===== config.mk =====
export PLATFORM = sky130hd
export DESIGN_NAME = shift_table_loader
export DESIGN_NICKNAME = d
export VERILOG_FILES = /design/src/rtl/cnn_shift_pkg.sv /design/src/rtl/shift_table_ram.sv /design/src/rtl/shift_table_loader.sv
export SDC_FILE = /design/constraint.sdc
export NUM_CORES = 1
export LEC_CHECK = 0
export ABC_AREA = 1
export BUFFER_PORTS_ARGS = -buffer_cell sky130_fd_sc_hd__buf_2
export CELL_PAD_IN_SITES_DETAIL_PLACEMENT = 0
export CELL_PAD_IN_SITES_GLOBAL_PLACEMENT = 2
export CORE_UTILIZATION = 47
export CTS_BUF_LIST = sky130_fd_sc_hd__clkbuf_16
export CTS_CLUSTER_DIAMETER = 200
export DETAILED_ROUTE_END_ITERATION = 10
export PLACE_DENSITY = 0.86
export SYNTH_ARGS = -nofsm -noshare
export SYNTH_HDL_FRONTEND = slang
export SYNTH_SLANG_ARGS = --single-unit

===== constraint.sdc =====
create_clock -name clk -period 3.7 [get_ports clk]
set_input_delay 0.185 -clock clk [delete_from_list [all_inputs] [get_ports clk]]
set_output_delay 0.185 -clock clk [all_outputs]
set_load 0.01 [all_outputs]

===== src/rtl/cnn_shift_pkg.sv =====
// Shared constants and FSM state type for the runtime-programmable
// requantization shift table.
package cnn_shift_pkg;

  localparam int DEPTH  = 128;
  localparam int ADDR_W = 7;
  localparam int DATA_W = 8;
  localparam int CSUM_W = 16;

  typedef enum logic [1:0] {
    IDLE,
    LOAD,
    FIN
  } state_t;

endpackage


===== src/rtl/shift_table_ram.sv =====
// Simple dual-port shift table storage: synchronous write, registered
// read-before-write read port; contents are never reset.
module shift_table_ram
  import cnn_shift_pkg::*;
(
  input  logic              clk,
  input  logic              we,
  input  logic [ADDR_W-1:0] waddr,
  input  logic [DATA_W-1:0] wdata,
  input  logic [ADDR_W-1:0] raddr,
  output logic [DATA_W-1:0] rdata
);

  logic [DATA_W-1:0] mem [DEPTH];

  // No reset so the array maps onto distributed or block RAM.
  always_ff @(posedge clk) begin
    if (we) begin
      mem[waddr] <= wdata;
    end
    rdata <= mem[raddr];
  end

endmodule


===== src/rtl/shift_table_loader.sv =====
// Streams a per-channel shift table from the SoC into RAM and serves it to
// the datapath. Define SHIFT_TABLE_CHECKSUM_EN to enable the byte checksum.
module shift_table_loader
  import cnn_shift_pkg::*;
(
  input  logic              clk,
  input  logic              rst_n,
  input  logic              start,
  input  logic              s_valid,
  input  logic [DATA_W-1:0] s_data,
  input  logic              s_last,
  output logic              s_ready,
  input  logic [ADDR_W-1:0] rd_addr,
  output logic [DATA_W-1:0] rd_data,
  output logic              busy,
  output logic              done,
  output logic              err,
  output logic              table_valid,
  output logic [CSUM_W-1:0] checksum
);

  state_t            state, state_nxt;
  logic [ADDR_W-1:0] wr_ptr;
  logic              ok_q;
  logic              table_valid_q;
  logic              rd_valid_q;
  logic [DATA_W-1:0] ram_q;
  logic              hs;
  logic              at_end;

  assign hs          = s_valid & s_ready;
  assign at_end      = (wr_ptr == ADDR_W'(DEPTH - 1));
  assign table_valid = table_valid_q;

  always_comb begin
    state_nxt = state;
    s_ready   = 1'b0;
    busy      = 1'b0;
    done      = 1'b0;
    err       = 1'b0;
    case (state)
      IDLE: begin
        if (start) begin
          state_nxt = LOAD;
        end
      end
      LOAD: begin
        busy    = 1'b1;
        s_ready = 1'b1;
        if (hs && (s_last || at_end)) begin
          state_nxt = FIN;
        end
      end
      FIN: begin
        done      = ok_q;
        err       = ~ok_q;
        state_nxt = IDLE;
      end
      default: state_nxt = IDLE;
    endcase
  end

  // The pointer saturates at the last entry so an unterminated stream never wraps.
  always_ff @(posedge clk or negedge rst_n) begin
    if (!rst_n) begin
      state         <= IDLE;
      wr_ptr        <= '0;
      ok_q          <= 1'b0;
      table_valid_q <= 1'b0;
    end else begin
      state <= state_nxt;
      if (state == IDLE && start) begin
        wr_ptr        <= '0;
        ok_q          <= 1'b0;
        table_valid_q <= 1'b0;
      end else if (state == LOAD && hs) begin
        if (!at_end) begin
          wr_ptr <= wr_ptr + ADDR_W'(1);
        end
        ok_q <= s_last & at_end;
        if (s_last && at_end) begin
          table_valid_q <= 1'b1;
        end
      end
    end
  end

  shift_table_ram u_ram (
    .clk   (clk),
    .we    (hs),
    .waddr (wr_ptr),
    .wdata (s_data),
    .raddr (rd_addr),
    .rdata (ram_q)
  );

  // Validity is sampled alongside the address so the mask lines up with the RAM output.
  always_ff @(posedge clk or negedge rst_n) begin
    if (!rst_n) begin
      rd_valid_q <= 1'b0;
    end else begin
      rd_valid_q <= table_valid_q;
    end
  end

  assign rd_data = rd_valid_q ? ram_q : '0;

`ifdef SHIFT_TABLE_CHECKSUM_EN
  logic [CSUM_W-1:0] csum_q;

  always_ff @(posedge clk or negedge rst_n) begin
    if (!rst_n) begin
      csum_q <= '0;
    end else if (state == IDLE && start) begin
      csum_q <= '0;
    end else if (hs) begin
      csum_q <= csum_q + CSUM_W'(s_data);
    end
  end

  assign checksum = csum_q;
`else
  assign checksum = '0;
`endif

endmodule


Word level (Yosys, flattened, before mapping) --
Memory sizes are Yosys's and may differ from the RTL's. A register that Yosys moved wholly into a read port is not among the register bits. Cells that the tools add are included.
Storage, ports and cells: bits in registers 12, RAM bits 1024, input port bits 20, output and inout bits 29, word-level logic and storage cells 44, memories 1
Cells by class: add/subtract/negate cells 1, eq/ne operators 6, muxes and demuxes 17, bitwise logic cells 3, reductions and logical operators 11
Memory list:
- u_ram.mem | words 128, bits a word 8, read ports 1, clocked after Yosys merged registers in 1, wr ports 1, line shift_table_ram.sv:14 | logic [DATA_W-1:0] mem [DEPTH];
Operator list (count):
- two-way mux 7 bit | 3
- two-way mux 1 bit | 10
- two-way mux 8 bit | 1
- adder 7 x 1 -> 7 bit, second input constant | 1
- equality test 7 bit, second input constant | 1
- AND reduction 2 bit | 3
- logical AND 1 bit | 4
- two-way mux 2 bit | 2
- inequality test 2 bit, second input constant | 2
- one-hot mux 2 bit (2 select lines) | 1
- nonzero test 2 bit | 2
- bitwise AND 1 bit | 2
- equality test 2 x 1 -> 1 bit, second input constant | 1
- equality test 2 bit, second input constant | 1
- zero test 2 bit | 1
- inequality test 2 x 1 -> 1 bit, second input constant | 1
- logical OR 1 bit | 1
- inverter 1 bit | 1

Longest topological paths before layout --
depth after elaboration 6, mapped depth 14

By module --
From an unflattened synthesis, not the netlist that was laid out.
Unflattened totals: cell total of the unflattened synthesis 3695, area, all modules 42967.5 um2
Modules (own cells, without submodules):
- shift_table_ram | times used 1, cells an instance 3575, area an instance 42104.1 um2
- shift_table_loader | times used 1, cells an instance 120, area an instance 863.3 um2

Worst setup path after synthesis --
OpenSTA, ideal clock, no wires.
path kind flip-flop to flip-flop, start reg state[1], end mem u_ram.mem[107][0], enable pin, arrival 1.711 ns, data required time 3.330 ns, setup slack 1.619 ns, stages on the path, launching flop included 8, path buffers 2, clock period less this slack 2.081 ns, path through dfrtp_1 nor2_1 nand2_1 inv_1 buf_2 nand2_1 buf_2 nor2_1
On the way: word-level cells in the longest chain between the ends 5
RTL lines:
- start, declared | line shift_table_loader.sv:22 | state_t state, state_nxt;
- start signal, assigned | line shift_table_loader.sv:71 | state <= state_nxt;
- equality test 2 x 1 -> 1 bit
- two-way mux 1 bit
- net busy | line shift_table_loader.sv:15 | output logic busy,
- bitwise AND 1 bit | line shift_table_loader.sv:31 | assign hs = s_valid & s_ready;
- two-way mux 1 bit | line shift_table_ram.sv:18 | if (we) begin
- two-way mux 1 bit (not written as such) | line shift_table_ram.sv:19 | mem[waddr] <= wdata;
- end, declared | line shift_table_ram.sv:14
The timed path passes the listed nets, and every way through them passes these cells.

Worst setup path in the final report --
start reg state[1], end mem u_ram.mem[28][2], enable pin
On the way: word-level cells in the longest chain between the ends 5
RTL lines:
- equality test 2 x 1 -> 1 bit | line shift_table_loader.sv:41 | case (state)
- two-way mux 1 bit | line shift_table_loader.sv:41
- bitwise AND 1 bit | line shift_table_loader.sv:31
- two-way mux 1 bit | line shift_table_ram.sv:18
- two-way mux 1 bit (not written as such) | line shift_table_ram.sv:19
No other way between the ends.

==> results.py <==
metrics = {
    "cts": {
        "clk_latency_ps": 690,
        "clock_path_buffers": 3,
        "cts_setup_buffers": 0,
        "post_cts_resized": 0,
        "htree_levels": 3,
        "path_clk_slew_ps": 60,
        "hold_buffers": 8,
        "cts-root-buf": "clkbuf_16",
        "cts_tree": "yes",
        "clock_sinks": 1044,
        "cts_buffers": 106,
    },
    "logic_synthesis": {
        "synth_area_per_cell_sq_um": 11.7,
        "synth_area_sq_mm": 0.0430,
        "synth-simple-area-share_pct": 23.0,
        "postSynthCellCount": 3668,
        "synth_xor_area_share_pct": 0,
        "synth_top_cells_by_area": "edfxtp_1, nand3_1, nand2_1",
        "yosysTopAreaCellShare_pct": 71.5,
        "ys_types": 21,
        "yosys_register_bits": 1044,
        "ys_seq_area_share_pct": 72.6,
        "yosysTopAreaCell": "edfxtp_1",
        "synth_adder_area_share_pct": 0.0291,
        "yosys_warnings": 0,
        "synth_compound_area_share_pct": 0.151,
        "synth_top_family_by_area": "simple AND/OR/NAND/NOR gates",
        "muxShareOfSynthArea_pct": 0,
    },
    "timing": {
        "min_period_ps": 2830,
        "finalMaxSlewViolations": 0,
        "rsz0062_at_grt": "no",
        "worst_pin_slew_ps": 1080,
        "hold-worst-slack_ps": 38.9,
        "setup_tns_ps": 0,
        "post-route-period-util_pct": 76.5,
        "timing.slew.headroom_pct": 28.0,
        "hold_violations": 0,
        "setup_violations": 0,
        "finalClockSkew_ps": 28.6,
        "fmax_mhz": 353,
    },
    "worst_setup_path": {
        "slowest_delay_ps": 580,
        "startpoint": "state[1]",
        "worstSetupPathType": "flop to flop",
        "regToRegSetupSlack_ps": 870,
        "cp-endpoint": "u_ram.mem[28][2]",
        "path_max_fanout": 12,
        "timing.rr.end": "u_ram.mem[28][2]",
        "rr_worst_depth": 6,
        "cp_slowest_cell": "nor2_1",
        "critPathArrivalTime_ps": 3120,
        "cp-end-kind": "flop",
        "cp.required_ps": 3990,
        "path_cells": "nor2_1 -> nand2_1 -> inv_1 -> nand2_1 -> buf_12 -> nor2_1",
        "worst_setup_path_start_kind": "flop",
        "r2r_start": "state[1]",
    },
    "power": {
        "design_power_total_mw": 25.5,
        "clockPowerShare_pct": 41.2,
        "p_seq_share_pct": 51.6,
        "switchingPower_mw": 5.97,
        "peakVddDrop_mv": 0.432,
        "switching_share_pct": 23.4,
        "p_int_mw": 19.5,
        "p_comb_share_pct": 7.2,
        "power_density_mw_per_mm2": 538,
        "power_leakage_nw": 16.9,
    },
    "placement": {
        "place_area_sq_mm": 0.0438,
        "portBuffers": 32,
        "place_congestion": 0.826,
        "dp_hpwl_um": 64400,
    },
    "grt": {
        "grt_max_degree": 178,
        "grt_antenna_before_repair": 3,
        "grt_overflow_total": 0,
        "grt.total_usage_pct": 24.1,
        "grt_pass1_wl_um": 167000,
        "grt_pass1_vias": 26400,
    },
    "floorplanning": {
        "die-area_sq_mm": 0.0927,
        "die_x_um": 304,
        "row_count": 110,
        "core_sq_mm": 0.0903,
        "start_util_pct": 47.6,
        "io-pin-count": 49,
        "die_h_um": 304,
    },
    "cells_and_area": {
        "mostFrequentLayoutCells": "nand2_1, edfxtp_1, nand3_1",
        "fin_area_sq_mm": 0.0473,
        "post-route-util_pct": 52.4,
        "final_common_cell": "nand2_1",
        "drive_above_1_share_pct": 6.67,
        "layout.nets": 3668,
        "syn_to_final_growth_pct": 10.1,
    },
    "hold_path": {
        "min_from": "start",
        "min_path_type": "input pin to flop",
    },
    "routing": {
        "antenna_left": 0,
        "wirelength_um": 112000,
        "initialDrtViolationCount": 2762,
        "wl_per_cell_um": 22.8,
        "drc": 0,
        "viasPerCell": 5.53,
        "vias": 27200,
        "firstDrtPassIters": 5,
    },
    "job": {
        "max-cap-violations": 0,
    },
    "status": {
        "status": "complete, no violations",
    },
}
[cell usage after synthesis (all sizes together)]
cell and instances:
nor2 143, o21ai 6, ha 1, inv 39
buf 223, a21oi 7, clkbuf 26, and3 1
dfrtp 12, dfxtp 8, nand3 934, nand2 1235
edfxtp 1024, conb 1, nor3 8
[metal layers]
metal,track usage [%],routed length (um)
met1,34.4,48700
met2,37.9,52000
met3,3.34,7650
met4,8.76,3610
met5,0,0
[registers in the layout (all words and copies together) (netlist names)]
name         count
ok_q             1
u_ram.rdata      8
wr_ptr           7
table_valid      1
state            2
u_ram.mem     1024
rd_valid_q       1
[kinds of logic (layout without fill, tap and decap cells)]
kind of cell / count (synthesis) / count (layout)
and+or+nand+nor: 2321 / 2321
buffers and inverters: 288 / 337
adders and majority gates: 1 / 1
other: 1 / 19
AOI/OAI and AO/OA: 13 / 13
DFF: 1044 / 1044
[per-stage QoR]
stage               worst slack [ps]  instances
floorplan                       1620       3683
global placement                 929       4707
detailed placement               884       4707
CTS                              870       4908
global route                     735       4908
finish                           870       4911
[critical path, delay by kind of cell (launching register included)]
family                 cells  cell delay [ps]
and+or+nand+nor            4             1420
DFF                        1              380
buffers and inverters      2              630
[final cells by class]
| cell class | count | area [sq um] |
|---|---|---|
| Antenna cell | 3 | 7.51 |
| Clock buffer | 106 | 2650 |
| Clock inverter | 87 | 748 |
| Fill cell | 7824 | 43000 |
| Inverter | 39 | 173 |
| Multi-Input combinational cell | 2351 | 10000 |
| Sequential cell | 1044 | 31200 |
| Tap cell | 1176 | 1470 |
| Timing Repair Buffer | 105 | 1010 |
[power by group through the flow]
stage | Sequential (mW) | Combinational, mW | Clock (mW)
finish | 13.1 | 1.84 | 10.5
global route | 13.2 | 2.00 | 11.1
CTS | 13.1 | 1.85 | 10.6
detailed placement | 13.4 | 1.84 | 0
global placement | 13.4 | 1.83 | 0
floorplan | 13.4 | 1.08 | 0
[worst min path at each step]
stage / endpoint / slack [ps] / cells past startpoint
after detailed placement: state[1] / 90 / 1
after floorplan: ok_q / -110 / 0
after global placement: state[1] / 90 / 1
after global routing: u_ram.mem[66][3] / 50 / 1
final: state[0] / 40 / 3
after CTS: state[0] / 7 / 3
Note: power is estimated with default switching activity, not from simulation.
